--- src/rtl/gray_decoder_if.sv ---
// Sample bus between a gray-code source and gray_decoder.
// The source drives Valid/Gray and observes the decoded status.
interface gray_decoder_if #(parameter int WIDTH = 3);
   logic             Valid;
   logic [WIDTH-1:0] Gray;
   logic [WIDTH-1:0] Binary;
   logic             Step;
   logic             Overflow;
   logic [7:0]       WrapCount;
   logic             Error;

   modport master (output Valid, Gray,
                   input  Binary, Step, Overflow, WrapCount, Error);
   modport slave  (input  Valid, Gray,
                   output Binary, Step, Overflow, WrapCount, Error);
endinterface

--- src/rtl/gray_decoder.sv ---
// Receive-side gray-to-binary decoder. Tracks a forward-only gray counter,
// flags illegal transitions and counts wraps with a saturating counter.
module gray_decoder #(parameter int WIDTH = 3) (
   input logic           Clk,
   input logic           Reset,
   gray_decoder_if.slave bus
);
   localparam logic [1:0] IDLE  = 2'd0;
   localparam logic [1:0] TRACK = 2'd1;
   localparam logic [1:0] ERR   = 2'd2;

   logic [1:0]       state;
   logic [WIDTH-1:0] nb, binary_q, bin_inc;
   logic             step_q, ovf_q, err_q;
   logic [7:0]       wrap_q;

   // Each binary bit is the XOR of all gray bits at or above it.
   always_comb begin
      nb = '0;
      nb[WIDTH-1] = bus.Gray[WIDTH-1];
      for (int i = WIDTH-2; i >= 0; i--)
         nb[i] = nb[i+1] ^ bus.Gray[i];
   end

   assign bin_inc = binary_q + 1'b1;

   always_ff @(posedge Clk) begin
      if (!Reset) begin
         state    <= IDLE;
         binary_q <= '0;
         step_q   <= 1'b0;
         ovf_q    <= 1'b0;
         wrap_q   <= '0;
         err_q    <= 1'b0;
      end else begin
         step_q <= 1'b0;
         case (state)
            IDLE: if (bus.Valid) begin
               binary_q <= nb;
               state    <= TRACK;
            end
            TRACK: if (bus.Valid && nb != binary_q) begin
               if (nb == bin_inc) begin
                  binary_q <= nb;
                  step_q   <= 1'b1;
                  // A forward step out of all-ones can only land on zero.
                  if (binary_q == '1) begin
                     ovf_q <= 1'b1;
                     if (wrap_q != 8'hFF) wrap_q <= wrap_q + 8'd1;
                  end
               end else begin
                  err_q <= 1'b1;
                  state <= ERR;
               end
            end
            default: state <= state;
         endcase
      end
   end

   assign bus.Binary    = binary_q;
   assign bus.Step      = step_q;
   assign bus.Overflow  = ovf_q;
   assign bus.WrapCount = wrap_q;
   assign bus.Error     = err_q;
endmodule

--- src/flat_wrapper.sv ---
// flat-port wrapper written by rule: the top's interface ports become plain ports
module gray_decoder_flat 
#(parameter int WIDTH = 3)
  (Clk, Reset, bus_Valid, bus_Gray, bus_Binary, bus_Step, bus_Overflow, bus_WrapCount, bus_Error);
  gray_decoder_if #(.WIDTH(WIDTH)) bus_i ();
  input logic Clk;
  input logic Reset;
  input wire logic [$bits(bus_i.Valid)-1:0] bus_Valid;
  input wire logic [$bits(bus_i.Gray)-1:0] bus_Gray;
  output wire logic [$bits(bus_i.Binary)-1:0] bus_Binary;
  output wire logic [$bits(bus_i.Step)-1:0] bus_Step;
  output wire logic [$bits(bus_i.Overflow)-1:0] bus_Overflow;
  output wire logic [$bits(bus_i.WrapCount)-1:0] bus_WrapCount;
  output wire logic [$bits(bus_i.Error)-1:0] bus_Error;
  assign bus_i.Valid = bus_Valid;
  assign bus_i.Gray = bus_Gray;
  assign bus_Binary = bus_i.Binary;
  assign bus_Step = bus_i.Step;
  assign bus_Overflow = bus_i.Overflow;
  assign bus_WrapCount = bus_i.WrapCount;
  assign bus_Error = bus_i.Error;
  gray_decoder #(.WIDTH(WIDTH)) u_core (.Clk(Clk), .Reset(Reset), .bus(bus_i));
endmodule
--- config.mk ---
export PLATFORM = sky130hd
export DESIGN_NAME = gray_decoder_flat
export DESIGN_NICKNAME = d
export VERILOG_FILES = /design/src/rtl/gray_decoder_if.sv /design/src/rtl/gray_decoder.sv /design/src/flat_wrapper.sv
export SDC_FILE = /design/constraint.sdc
export NUM_CORES = 1
export LEC_CHECK = 0
export BUFFER_PORTS_ARGS = -buffer_cell sky130_fd_sc_hd__buf_2
export CAP_MARGIN = 10
export CORE_AREA = 3 3 43 48
export DETAILED_ROUTE_END_ITERATION = 8
export DIE_AREA = 0 0 46 51
export PLACE_DENSITY_LB_ADDON = 0.15
export SETUP_SLACK_MARGIN = 0.1
export SLEW_MARGIN = 20
export SYNTH_ARGS = -nofsm -noshare
export SYNTH_HDL_FRONTEND = slang
export SYNTH_SLANG_ARGS = --single-unit
--- constraint.sdc ---
create_clock -name Clk -period 4.58 [get_ports Clk]
set_clock_uncertainty 0.1 [all_clocks]
set_input_delay 0.229 -clock Clk [delete_from_list [all_inputs] [get_ports Clk]]
set_output_delay 0.229 -clock Clk [all_outputs]
set_load 0.05 [all_outputs]
# Word level (Yosys, flattened, before mapping)
# Cells that the tools add are included.
dict set report word_totals {
  reg_bits 16
  input_bits 6
  output_inout_bits 14
  word_cells 38
}
dict set report op_classes {
  n_addsub 2
  n_eq_ne 9
  n_mux 9
  bitwise_logic 3
  n_reduce_logical 9
}
# cell n
set op_table {}
lappend op_table {{4-bit AND reduction} 3}
lappend op_table {{3-bit 2-to-1 mux} 3}
lappend op_table {{8-bit by 1-bit adder with 8-bit output (second input constant)} 1}
lappend op_table {{8-bit != test (second input constant)} 1}
lappend op_table {{2-bit 2-to-1 mux} 3}
lappend op_table {{3-bit case mux with 2 select lines} 1}
lappend op_table {{3-bit AND reduction} 2}
lappend op_table {{5-bit AND reduction} 1}
lappend op_table {{2-bit by 1-bit != test with 1-bit output (second input constant)} 2}
lappend op_table {{2-bit != test (second input constant)} 2}
lappend op_table {{2-bit case mux with 2 select lines} 1}
lappend op_table {{3-bit by 1-bit adder with 3-bit output (second input constant)} 1}
lappend op_table {{3-bit equality test} 1}
lappend op_table {{3-bit equality test (second input constant)} 1}
lappend op_table {{3-bit != test} 1}
lappend op_table {{2-bit by 1-bit equality test with 1-bit output (second input constant)} 1}
lappend op_table {{2-bit zero test} 1}
lappend op_table {{2-bit nonzero test} 1}
lappend op_table {{1-bit bitwise XOR} 2}
lappend op_table {{1-bit logical AND} 1}
lappend op_table {{1-bit 2-to-1 mux} 1}
lappend op_table {{1-bit NOT} 1}

# Logic depth before layout (Yosys ltp)
# Gate-level depths: netlist of the first run.
dict set report logic_depth {
  ltp_word 6
  depth_mapped 8
  ltp_nobuf 7
}

# Worst setup path after synthesis of the first run
# No wires, ideal clock.
dict set report synth_timing {
  kind {reg-to-reg}
  start {reg u_core.binary_q[0], in the netlist u_core.bus.Binary[0]}
  end {reg u_core.wrap_q[5], in the netlist u_core.bus.WrapCount[5]}
  setup_ns 0.073
  arrival_time_ns 2.637
  setup_slack_ns 1.770
  stages_incl_launch_ff 8
  n_path_buf 0
  period_less_slack_ns 2.810
  path_cell_list {dfxtp_1 > ha_1 > ha_1 > or4_4 > a211oi_2 > nor2_2 > or4_1 > a21oi_1}
}
dict set report synth_between {
  elab_chain_cells 3
  word_cells_on_any_way 6
}
# item line_no
set synth_lines {}
lappend synth_lines {{from (decl)} gray_decoder.sv:13} ;# logic [WIDTH-1:0] nb, binary_q, bin_inc;
lappend synth_lines {{from (signal assigned)} gray_decoder.sv:39} ;# binary_q <= nb;
lappend synth_lines {{from (signal assigned)} gray_decoder.sv:44} ;# binary_q <= nb;
lappend synth_lines {{3-bit by 1-bit adder with 3-bit output / 3-bit != test (equally long branches)} {gray_decoder.sv:25, gray_decoder.sv:42}}
lappend synth_lines {{3-bit equality test / 1-bit logical AND (equally long branches)} {gray_decoder.sv:43, gray_decoder.sv:42}}
lappend synth_lines {{5-bit AND reduction (no source line) *} n/a}
lappend synth_lines {{to (signal assigned)} gray_decoder.sv:49} ;# if (wrap_q != 8'hFF) wrap_q <= wrap_q + 8'd1;
lappend synth_lines {{to (decl)} gray_decoder.sv:15} ;# logic [7:0] wrap_q;
# Mark *: on every way between the ends. The rest lies on a longest branch, timed or not.
# A chain may end at the register's enable or synchronous reset.

# Worst setup path after layout of the first run
dict set report layout_timing {
  start {reg u_core.binary_q[0], in the netlist u_core.bus.Binary[0]}
  end {reg u_core.wrap_q[7], in the netlist u_core.bus.WrapCount[7]}
}
# Same word-level chain as after synthesis.

==> results of run 1 <==
## power by group through the flow
stage / Clock (W) / Combinational [W] / Sequential, W
after floorplan: 0 / 0.0000345 / 0.000166
after global placement: 0 / 0.0000575 / 0.000153
after detailed placement: 0 / 0.0000586 / 0.000154
after CTS: 0.0000751 / 0.0000587 / 0.000151
after global routing: 0.0000825 / 0.0000637 / 0.000152
final: 0.0000725 / 0.0000588 / 0.000150
## how the worst min path moves through the flow
stage	startpoint	depth (start not counted)	to	slack [ns]
after detailed placement	u_core.bus.Error$_SDFFE_PN0P_	1	u_core.bus.Error$_SDFFE_PN0P_	0.35
after CTS	Reset	2	u_core.bus.Error$_SDFFE_PN0P_	0.16
final	Reset	2	u_core.bus.Error$_SDFFE_PN0P_	0.16
after floorplan	Reset	2	u_core.bus.WrapCount[0]$_SDFFE_PN0P_	0.28
after global routing	Reset	2	u_core.state[1]$_SDFFE_PN0P_	0.16
after global placement	u_core.bus.Error$_SDFFE_PN0P_	1	u_core.bus.Error$_SDFFE_PN0P_	0.35
## cell usage after synthesis, drive strengths merged (2+ instances only)
cell	instances
o31ai	2
or4	3
dfxtp	16
a311oi	2
and2	2
o21ai	2
xor2	3
o21a	2
buf	2
nand3	2
or3	2
clkbuf	2
a211oi	3
nand4b	3
ha	3
a21oi	4
mux2i	6
nand2b	3
nand2	14
a31oi	2
nor2	10
## logic make-up (layout without fill, tap and decap cells)
family          Yosys count  after routing  synth area share (%)
mux                       7              7                 8.120
simple gates             44             44                 26.78
buf+inv                   5             23                 3.133
xor+xnor                  4              4                 3.989
compound gates           21             21                 17.24
fa+ha+maj                 3              3                 4.274
flops                    16             16                 36.47
## per-stage QoR
stage / cell area [sq um] / setup slack, ns / total power (W) / std cells / util, %
finish: 993.5 / 1.983 / 0.0002818 / 135 / 61.55
floorplan: 878.3 / 1.770 / 0.0002001 / 100 / -
detailed placement: 970.9 / 2.016 / 0.0002123 / 132 / 60.16
global placement: 970.9 / 2.061 / 0.0002109 / 132 / 60.16
CTS: 993.5 / 1.990 / 0.0002843 / 135 / 61.55
global route: 993.5 / 1.778 / 0.0002977 / 135 / 61.55
## cell type report
cell class | count | area [sq um]
clock buffer | 3 | 22.52
fill | 171 | 620.6
timing repair buffer | 19 | 95.09
multi-input combinational | 79 | 530.5
inverter | 1 | 3.754
sequential | 16 | 320.3
tap | 17 | 21.27
## sequential cells by signal, indices dropped and copies added (netlist names)
name and count:
u_core.bus.Binary 3, u_core.bus.WrapCount 8, u_core.bus.Step 1, u_core.state 2, u_core.bus.Overflow 1, u_core.bus.Error 1
## per-layer routing
metal / share of wire (%) / wire (um)
met1: 48 / 827
met2: 48 / 827
met3: 3.5 / 61
met4: 1.3 / 23
met5: 0 / 0
==> summary by stage, run 1 <==
Status
The run finished with clean final reports.

Placed design
The routability-driven placement congestion ratio is 0.8492. The post-DP HPWL is 1.322 mm. Buffers placed on the I/O ports in this run total 19.

Drt
The final route contains 777 vias. For this run, design rule violations remaining after detail routing come to 0. The detail-routed net length per standard cell is 12.88 um.

The number of routed nets with antenna violations is 0. Summed over all layers, the routed wires come to 1.739 mm. Before antenna repair, the detailed router went through 4 iterations.

Using the TritonRoute via totals, the vias-per-cell ratio works out to 5.756. The initial detailed-routing violation count is 12.

Critical path
The number of buffer and inverter stages on the critical path is 0. The critical path's most frequent cell is sky130_fd_sc_hd__ha_1. For the worst flop-to-flop path, the logic depth is 7. The startpoint type of the worst setup path is a flip-flop. The critical path runs through a total of 7 cells. For this design, the slowest cell found on the critical path is sky130_fd_sc_hd__or4_4. The launch point of the critical path is u_core.bus.Binary[0]$_SDFFE_PN0P_.

The start-to-end type of the worst setup path is reg -> reg. The category of the worst setup path capture point is a flip-flop. At the worst endpoint, the arrival time is 2.72 ns. The terminus of the critical flop-to-flop path is u_core.bus.WrapCount[7]$_SDFFE_PN0P_. The signal on the critical path passes through ha_1 -> ha_1 -> or4_4 -> a211oi_2 -> nor2_2 -> or4_1 -> a21oi_1. The startpoint identified for the worst register-to-register timing path is u_core.bus.Binary[0]$_SDFFE_PN0P_. The critical path required time is 4.70 ns. The kind of cell adding the most delay to the critical path is simple AND/OR/NAND/NOR gates. The worst setup path endpoint is u_core.bus.WrapCount[7]$_SDFFE_PN0P_.

In this run the worst path has a maximum fanout of 7. The worst register-to-register path has a setup slack of 1.98 ns. The largest single stage delay on the critical path is 0.53 ns.

Pwr
The internal portion of the total power is 0.0001963 W. Sequential cells account for 53.4% of the total power. For this design the ratio of total power to cell area is 283.7 nW/um^2. For this design the total switching power over the nets is 0.00008547 W. Net switching is 30.33% of the power. The maximum vdd ir drop is 0.1585 mV.

The fraction of power consumed by combinational cells is 20.9%. The clock network accounts for 25.7% of the total power. The leakage power of the design is 0.4386 nW.

GRT
The largest net degree at the start of global routing is 12. The via count of the first global-routing pass was 663. The sum of overflow across all layers after global routing is 0. Global routing consumed, on the met2 layer, 24.31% of the routing resources. The initial antenna violation count is 0. The most heavily used metal layer in global routing is met2. In the global route stage, met1 resource usage came out at 20.60%. The global routing usage summed across all routing layers is 15.57%.

Global routing consumed, on the met3 layer, 3.169% of the routing resources. The first global-routing pass estimated 2.732 mm of wire.

Finish
The ratio of cells with drive above 1 in the final layout is 23.73%. The area growth from synthesis to layout is 13.11%. The number of nets in the final layout is 129. Leaving out fill and tap cells, the most frequent cells in the layout are 19 x sky130_fd_sc_hd__buf_2, 16 x sky130_fd_sc_hd__dfxtp_1, 14 x sky130_fd_sc_hd__nand2_1. The most common cell after layout, fill and taps aside is sky130_fd_sc_hd__buf_2.

The number of diodes is 0.

Timing
Headroom to the max-slew limit came out at 67.53%. Adding up every negative setup slack in the final design gives 0 ns. Subtracting the final worst setup slack from the clock period gives 2.597 ns. Hold is met by 0.1605 ns. The transition time at the pin with the least slew margin is 0.4871 ns. Static timing analysis puts the maximum clock frequency at 385.1 MHz.

The max-slew violation count is 0. Setup violations remaining at the end of the flow were counted as 0. Setup repair after global routing left no endpoint under its margin.

The number of endpoints with negative hold slack in the final report came to 0. Of the available clock period, the critical path in the final layout requires 56.70%.

Floorplanning
The region available for standard cell placement spans 1614 sq um. The die height is 51 um. The width of the die is 46 um. The starting density of the core is 54.42%. The floorplan has 15 rows. The die covers 2346 sq um. 20 I/O pins were placed.

Clocking
The root buffer cell chosen for the clock tree is sky130_fd_sc_hd__clkbuf_4. The number of gates resized after cts is 0. The deepest clock path buffer count is 2. The clock-pin transition on the worst setup and hold timing paths is 0.09 ns.

The clock tree from TritonCTS is done. The insertion delay of the later-clocked pin in the worst-skew pair is 0.28 ns. The number of buffers inserted to repair setup after CTS is 0.

The number of hold buffers added after CTS was 0. The clock drives 16 sinks. The H-tree depth is 1. The number of buffers added by the clock tree synthesis step is 3.

Synth
By area the synthesized netlist is led by sky130_fd_sc_hd__dfxtp_1 36%, sky130_fd_sc_hd__mux2i_1 6.8%, sky130_fd_sc_hd__nand2_1 6.0%, sky130_fd_sc_hd__ha_1 4.3%, sky130_fd_sc_hd__nor2_1 3.8%. For this run, the leading register cell type out of synthesis is sky130_fd_sc_hd__dfxtp_1. For this run, the number of Yosys warnings is 0.

After synthesis the cells add up to 878.3 sq um. Counting distinct cell types in the post-synthesis netlist gives 37. In this run, synthesis produced a sequential element count of 16. The synthesized net count is 109.

Yosys mapped a number of flops with a built-in enable equal to 0. The share of synthesized area in the top cell type comes to 36.47%. The share of synthesized registers carrying an async set or reset is 0%. The biggest area contributor in the post-synthesis netlist is sky130_fd_sc_hd__dfxtp_1. The per-instance average area after synthesis is 8.783 sq um.

In the synthesized netlist, the number of instances is 100. Of the synthesized area, sequential elements account for 36.47%.

Flow run
The max-capacitance violation count is 0.

Min path
The tightest min-delay check is of the in -> reg type.
(Power assumes the default switching activity.)
==> run 2: changes to the inputs <==
- ABC_AREA: default -> 1
- CORE_AREA: 3 3 43 48 -> 3 3 48 54
- DIE_AREA: 0 0 46 51 -> 0 0 51 57
- clock period: 4.58 -> 2.2 ns (I/O delays scaled with it)
==> run 2 against run 1 <==
  * Sequential cell count did not move
  * Combinational power rose to 2.5 times the previous value
  * Final cell count rose by 41%
  * Die area rose by 24%
  * Routed wire length rose by 14%
  * Sequential power rose by 110%
  * Non-clock buffer count rose by 1
  * Sequential share of layout area fell by 4.1 points
  * Hold slack got worse by 0.099 ns
  * Fmax rose by 37%
  * Register-to-register slack got worse by 1.7 ns
  * Count of clock-buffer cells in the layout rose by 1
  * Largest power group unchanged
==> summary by stage, run 2 <==
Status
The run finished with clean final reports.

Synth
The share of the synthesized area in compound gates (AO/OA/AOI/OAI) is 8.640% (-8.6 points). The proportion of netlist area held by the largest area contributor is 32.53% (-3.9 points). The per-instance average area after synthesis is 7.034 sq um (-20%). The fraction of the mapped netlist area in simple logic gates came to 39.90% (+13 points). The sequential element share of the synthesized area is 32.53% (-3.9 points). The synthesized net count is 149 (+37%). The biggest area contributor in the post-synthesis netlist is sky130_fd_sc_hd__dfxtp_1. The number of cells produced by synthesis was 140 (+40%). The adder and majority cell fraction of the synthesized area is 3.812% (-0.46 points).

The count of warnings emitted by yosys is 0 (unchanged). For this run, the leading register cell type out of synthesis is sky130_fd_sc_hd__dfxtp_1. The count of state elements after synthesis came to 16 (unchanged).

Ranked by instance count, the synthesized netlist is headed by 26 x sky130_fd_sc_hd__nand2_1, 17 x sky130_fd_sc_hd__nand3_1, 16 x sky130_fd_sc_hd__dfxtp_1, 16 x sky130_fd_sc_hd__nor2_1, 15 x sky130_fd_sc_hd__inv_1. The share of synthesized registers carrying an async set or reset was 0% (unchanged). The xor and xnor area share after synthesis is 7.116% (+3.1 points). Yosys instantiated no cell more often than sky130_fd_sc_hd__nand2_1. The fraction of synthesized area in multiplexers is 0% (-8.1 points).

The cell area after technology mapping is 984.7 sq um (+12%). The combinational family with the most area after synthesis is simple AND/OR/NAND/NOR gates. The count of cell types in the netlist is 21 (-43%).

In the post-synthesis netlist, the biggest area contributors are sky130_fd_sc_hd__dfxtp_1 33%, sky130_fd_sc_hd__nand2_1 9.9%, sky130_fd_sc_hd__nand3_1 8.6%, sky130_fd_sc_hd__xor2_1 6.2%, sky130_fd_sc_hd__a21oi_1 6.1%. The number of flops mapped to enable cells by yosys came to 0 (unchanged).

Timing
The max-slew violation count is 0 (unchanged). The sum of negative setup slack is 0 ns (unchanged). The transition time at the pin with the least slew margin is 0.3637 ns (-0.1234 ns). Setup repair after global routing left no endpoint under its margin.

The number of endpoints failing setup at the final stage is 0 (unchanged). The worst slew margin relative to its limit is 75.73% (+8.2 points). The fraction of the cycle the final worst path needs is 86.29% (+30 points). The final critical-path required period is 1.898 ns (-0.6985 ns). The number of endpoints with negative hold slack in the final report is 0 (unchanged). The final-layout worst hold slack is 0.06177 ns (-0.09877 ns). The highest clock rate is 526.8 MHz (+37%).

Pwr
The maximum vdd ir drop is 0.4960 mV (+210%). The power per cell area is 568.2 nW/um^2 (+100%). The leakage power of the design was 0.5513 nW (+26%).

Critical path
The worst endpoint data arrival time is 1.99 ns (-0.73 ns). The slowest stage of the critical path belongs to the cell sky130_fd_sc_hd__dfxtp_2. The critical path required time is 2.29 ns (-2.41 ns). The stage delay of the slowest cell on the critical path is 0.35 ns (-0.18 ns). Walking the worst path, the cells encountered are ha_1 -> ha_1 -> xor2_1 -> nor2_4 -> nand4_2 -> nor2_4 -> nand2_1 -> nand2_1 -> nor2_1. The kind of cell adding the most delay to the critical path is simple AND/OR/NAND/NOR gates. The critical path is of the reg -> reg type. The largest driver fanout on the critical path was 6 (-1). The category of the worst setup path capture point is a flip-flop. STA classifies the critical path startpoint as a flip-flop. The number of buffer and inverter stages on the critical path is 0 (unchanged).

Clocking
TritonCTS built the clock tree. The number of buffers added by the clock tree synthesis step is 3 (unchanged). The number of sinks on the clock net is 16 (unchanged). The number of buffers inserted to repair setup after CTS is 0 (unchanged). The deepest clock path buffer count is 2 (unchanged). The H-tree depth is 1 (unchanged). The number of gates resized after cts is 0 (unchanged). The insertion delay of the later-clocked pin in the worst-skew pair is 0.29 ns (about the same). The clock tree root driver cell is sky130_fd_sc_hd__clkbuf_4. The clock-pin transition on the worst setup and hold timing paths is 0.09 ns (about the same).

Placed design
The routability-driven placement congestion ratio is 0.8005 (-5.7%). The post-DP HPWL came to 1.584 mm (+20%). The number of port buffers is 19 (unchanged).

GRT
The global-route wire length before repair is 3.519 mm (+29%). The initial antenna violation count is 0 (unchanged). The met2 track demand over resource came to 24.13% (-0.19 points). After global routing, the most crowded layer is met2. The via count of the first global-routing pass is 850 (+28%). The met3 global-route usage is 3.133% (-0.036 points). The global routing usage summed across all routing layers is 15.34% (-0.23 points). The sum of overflow across all layers after global routing is 0 (unchanged). The largest net degree at the start of global routing was 13 (+1). The fraction of met1 tracks used by global routing is 20.55% (-0.051 points).

Finish
The most common cell after layout, fill and taps aside is sky130_fd_sc_hd__nand2_1. The top cell types in the final layout, fill and taps aside, are 26 x sky130_fd_sc_hd__nand2_1, 19 x sky130_fd_sc_hd__buf_2, 17 x sky130_fd_sc_hd__nand3_1. The number of diodes came to 0 (unchanged). The area growth from synthesis to layout is 16.65%.

The number of flip-flops under the largest register name was 8 (unchanged). The ratio of cells with drive above 1 in the final layout is 25.93% (+2.2 points). The number of nets in the final layout is 172 (+33%).

Drt
The remaining design rule violation count is 0 (unchanged). The number of routed nets with antenna violations is 0 (unchanged). The total iterations of the first detailed-routing run came to 2 (-2).

The detail-routed net length per standard cell came to 10.45 um (-19%). The total detailed-routing wirelength is 1.985 mm (+14%). The number of vias in the routed layout is 909 (+17%). The detail-routed via count per cell is 4.784 (-17%). The initial detailed-routing violation count came to 16 (+4).

Floorplanning
The number of placement rows came to 17 (+2). The number of placed I/O pins is 20 (unchanged). The area of the die is 2907 sq um (+24%). The area of the core region is 2063 sq um (+28%).

The starting density of the core is 47.73% (-6.7 points). The width of the die came to 51 um (+11%). The die height came to 57 um (+12%).

Min path
The worst hold path belongs to the class in -> reg.

Flow run
The max-capacitance violation count is 0 (unchanged).
[run 2: what timing repair did]
item,in CTS,in global routing
hold buffers,1,0
setup endpoints to repair,0,0
endpoints found under the hold margin,4,0
[run 2: layout make-up]
type | instances | area (sq um)
flip-flops and latches | 16 | 322.8
clock buffers | 4 | 36.28
fillers | 214 | 914.6
inverters | 17 | 63.81
multi-input cells | 105 | 585.6
repair buffers | 20 | 105.1
well taps | 28 | 35.03
[run 2: final timing paths]
check	start	to	slack (ns)	cells after the start
hold / removal	bus_Valid	u_core.bus.Step$_SDFF_PN0_	0.06	3
setup reg to reg	u_core.bus.Binary[0]$_SDFFE_PN0P_	u_core.bus.WrapCount[0]$_SDFFE_PN0P_	0.30	9
hold reg to reg	u_core.bus.Overflow$_SDFFE_PN0P_	u_core.bus.Overflow$_SDFFE_PN0P_	0.36	2
setup / recovery	u_core.bus.Binary[0]$_SDFFE_PN0P_	u_core.bus.WrapCount[0]$_SDFFE_PN0P_	0.30	9
[run 2: through the flow]
stage               std cells  util, %  area [sq um]  setup WS [ns]   power, W
finish                    190    55.67          1149         0.3017  0.0006527
global route              190    55.67          1149         0.1498  0.0006861
CTS                       190    55.67          1149         0.2905  0.0006615
global placement          185    53.43          1102         0.3718  0.0004599
floorplan                 140        -         987.2         0.2132  0.0004340
detailed placement        185    53.43          1102         0.3063  0.0004621
[run 2: worst reg2reg max path, cell delays in order (launching register included)]
cell	delay (ns)
sky130_fd_sc_hd__dfxtp_2	0.35
sky130_fd_sc_hd__ha_1	0.20
sky130_fd_sc_hd__ha_1	0.28
sky130_fd_sc_hd__xor2_1	0.17
sky130_fd_sc_hd__nor2_4	0.15
sky130_fd_sc_hd__nand4_2	0.19
sky130_fd_sc_hd__nor2_4	0.19
sky130_fd_sc_hd__nand2_1	0.08
sky130_fd_sc_hd__nand2_1	0.07
sky130_fd_sc_hd__nor2_1	0.04
[run 2: logic make-up after synthesis]
logic type	Yosys count
fa+ha+maj	3
simple gates	77
compound gates	17
flops	16
buf+inv	19
xor+xnor	8
[run 2: where the power goes]
group / leakage [nW] / total [W] / switching [W] / internal [W]
sequential: 0.131 / 0.000309 / 0.00000867 / 0.000300
clock: 0.0210 / 0.000196 / 0.0000952 / 0.000101
combinational: 0.400 / 0.000148 / 0.000103 / 0.0000447
total: 0.551 / 0.000653 / 0.000207 / 0.000446
[run 2: routing by layer]
layer  vias up  part of all wire (%)
met2        13                    46
met1       402                    49
met4         0                  0.71
li1        492                     -
met3         2                   3.3
met5         -                     0
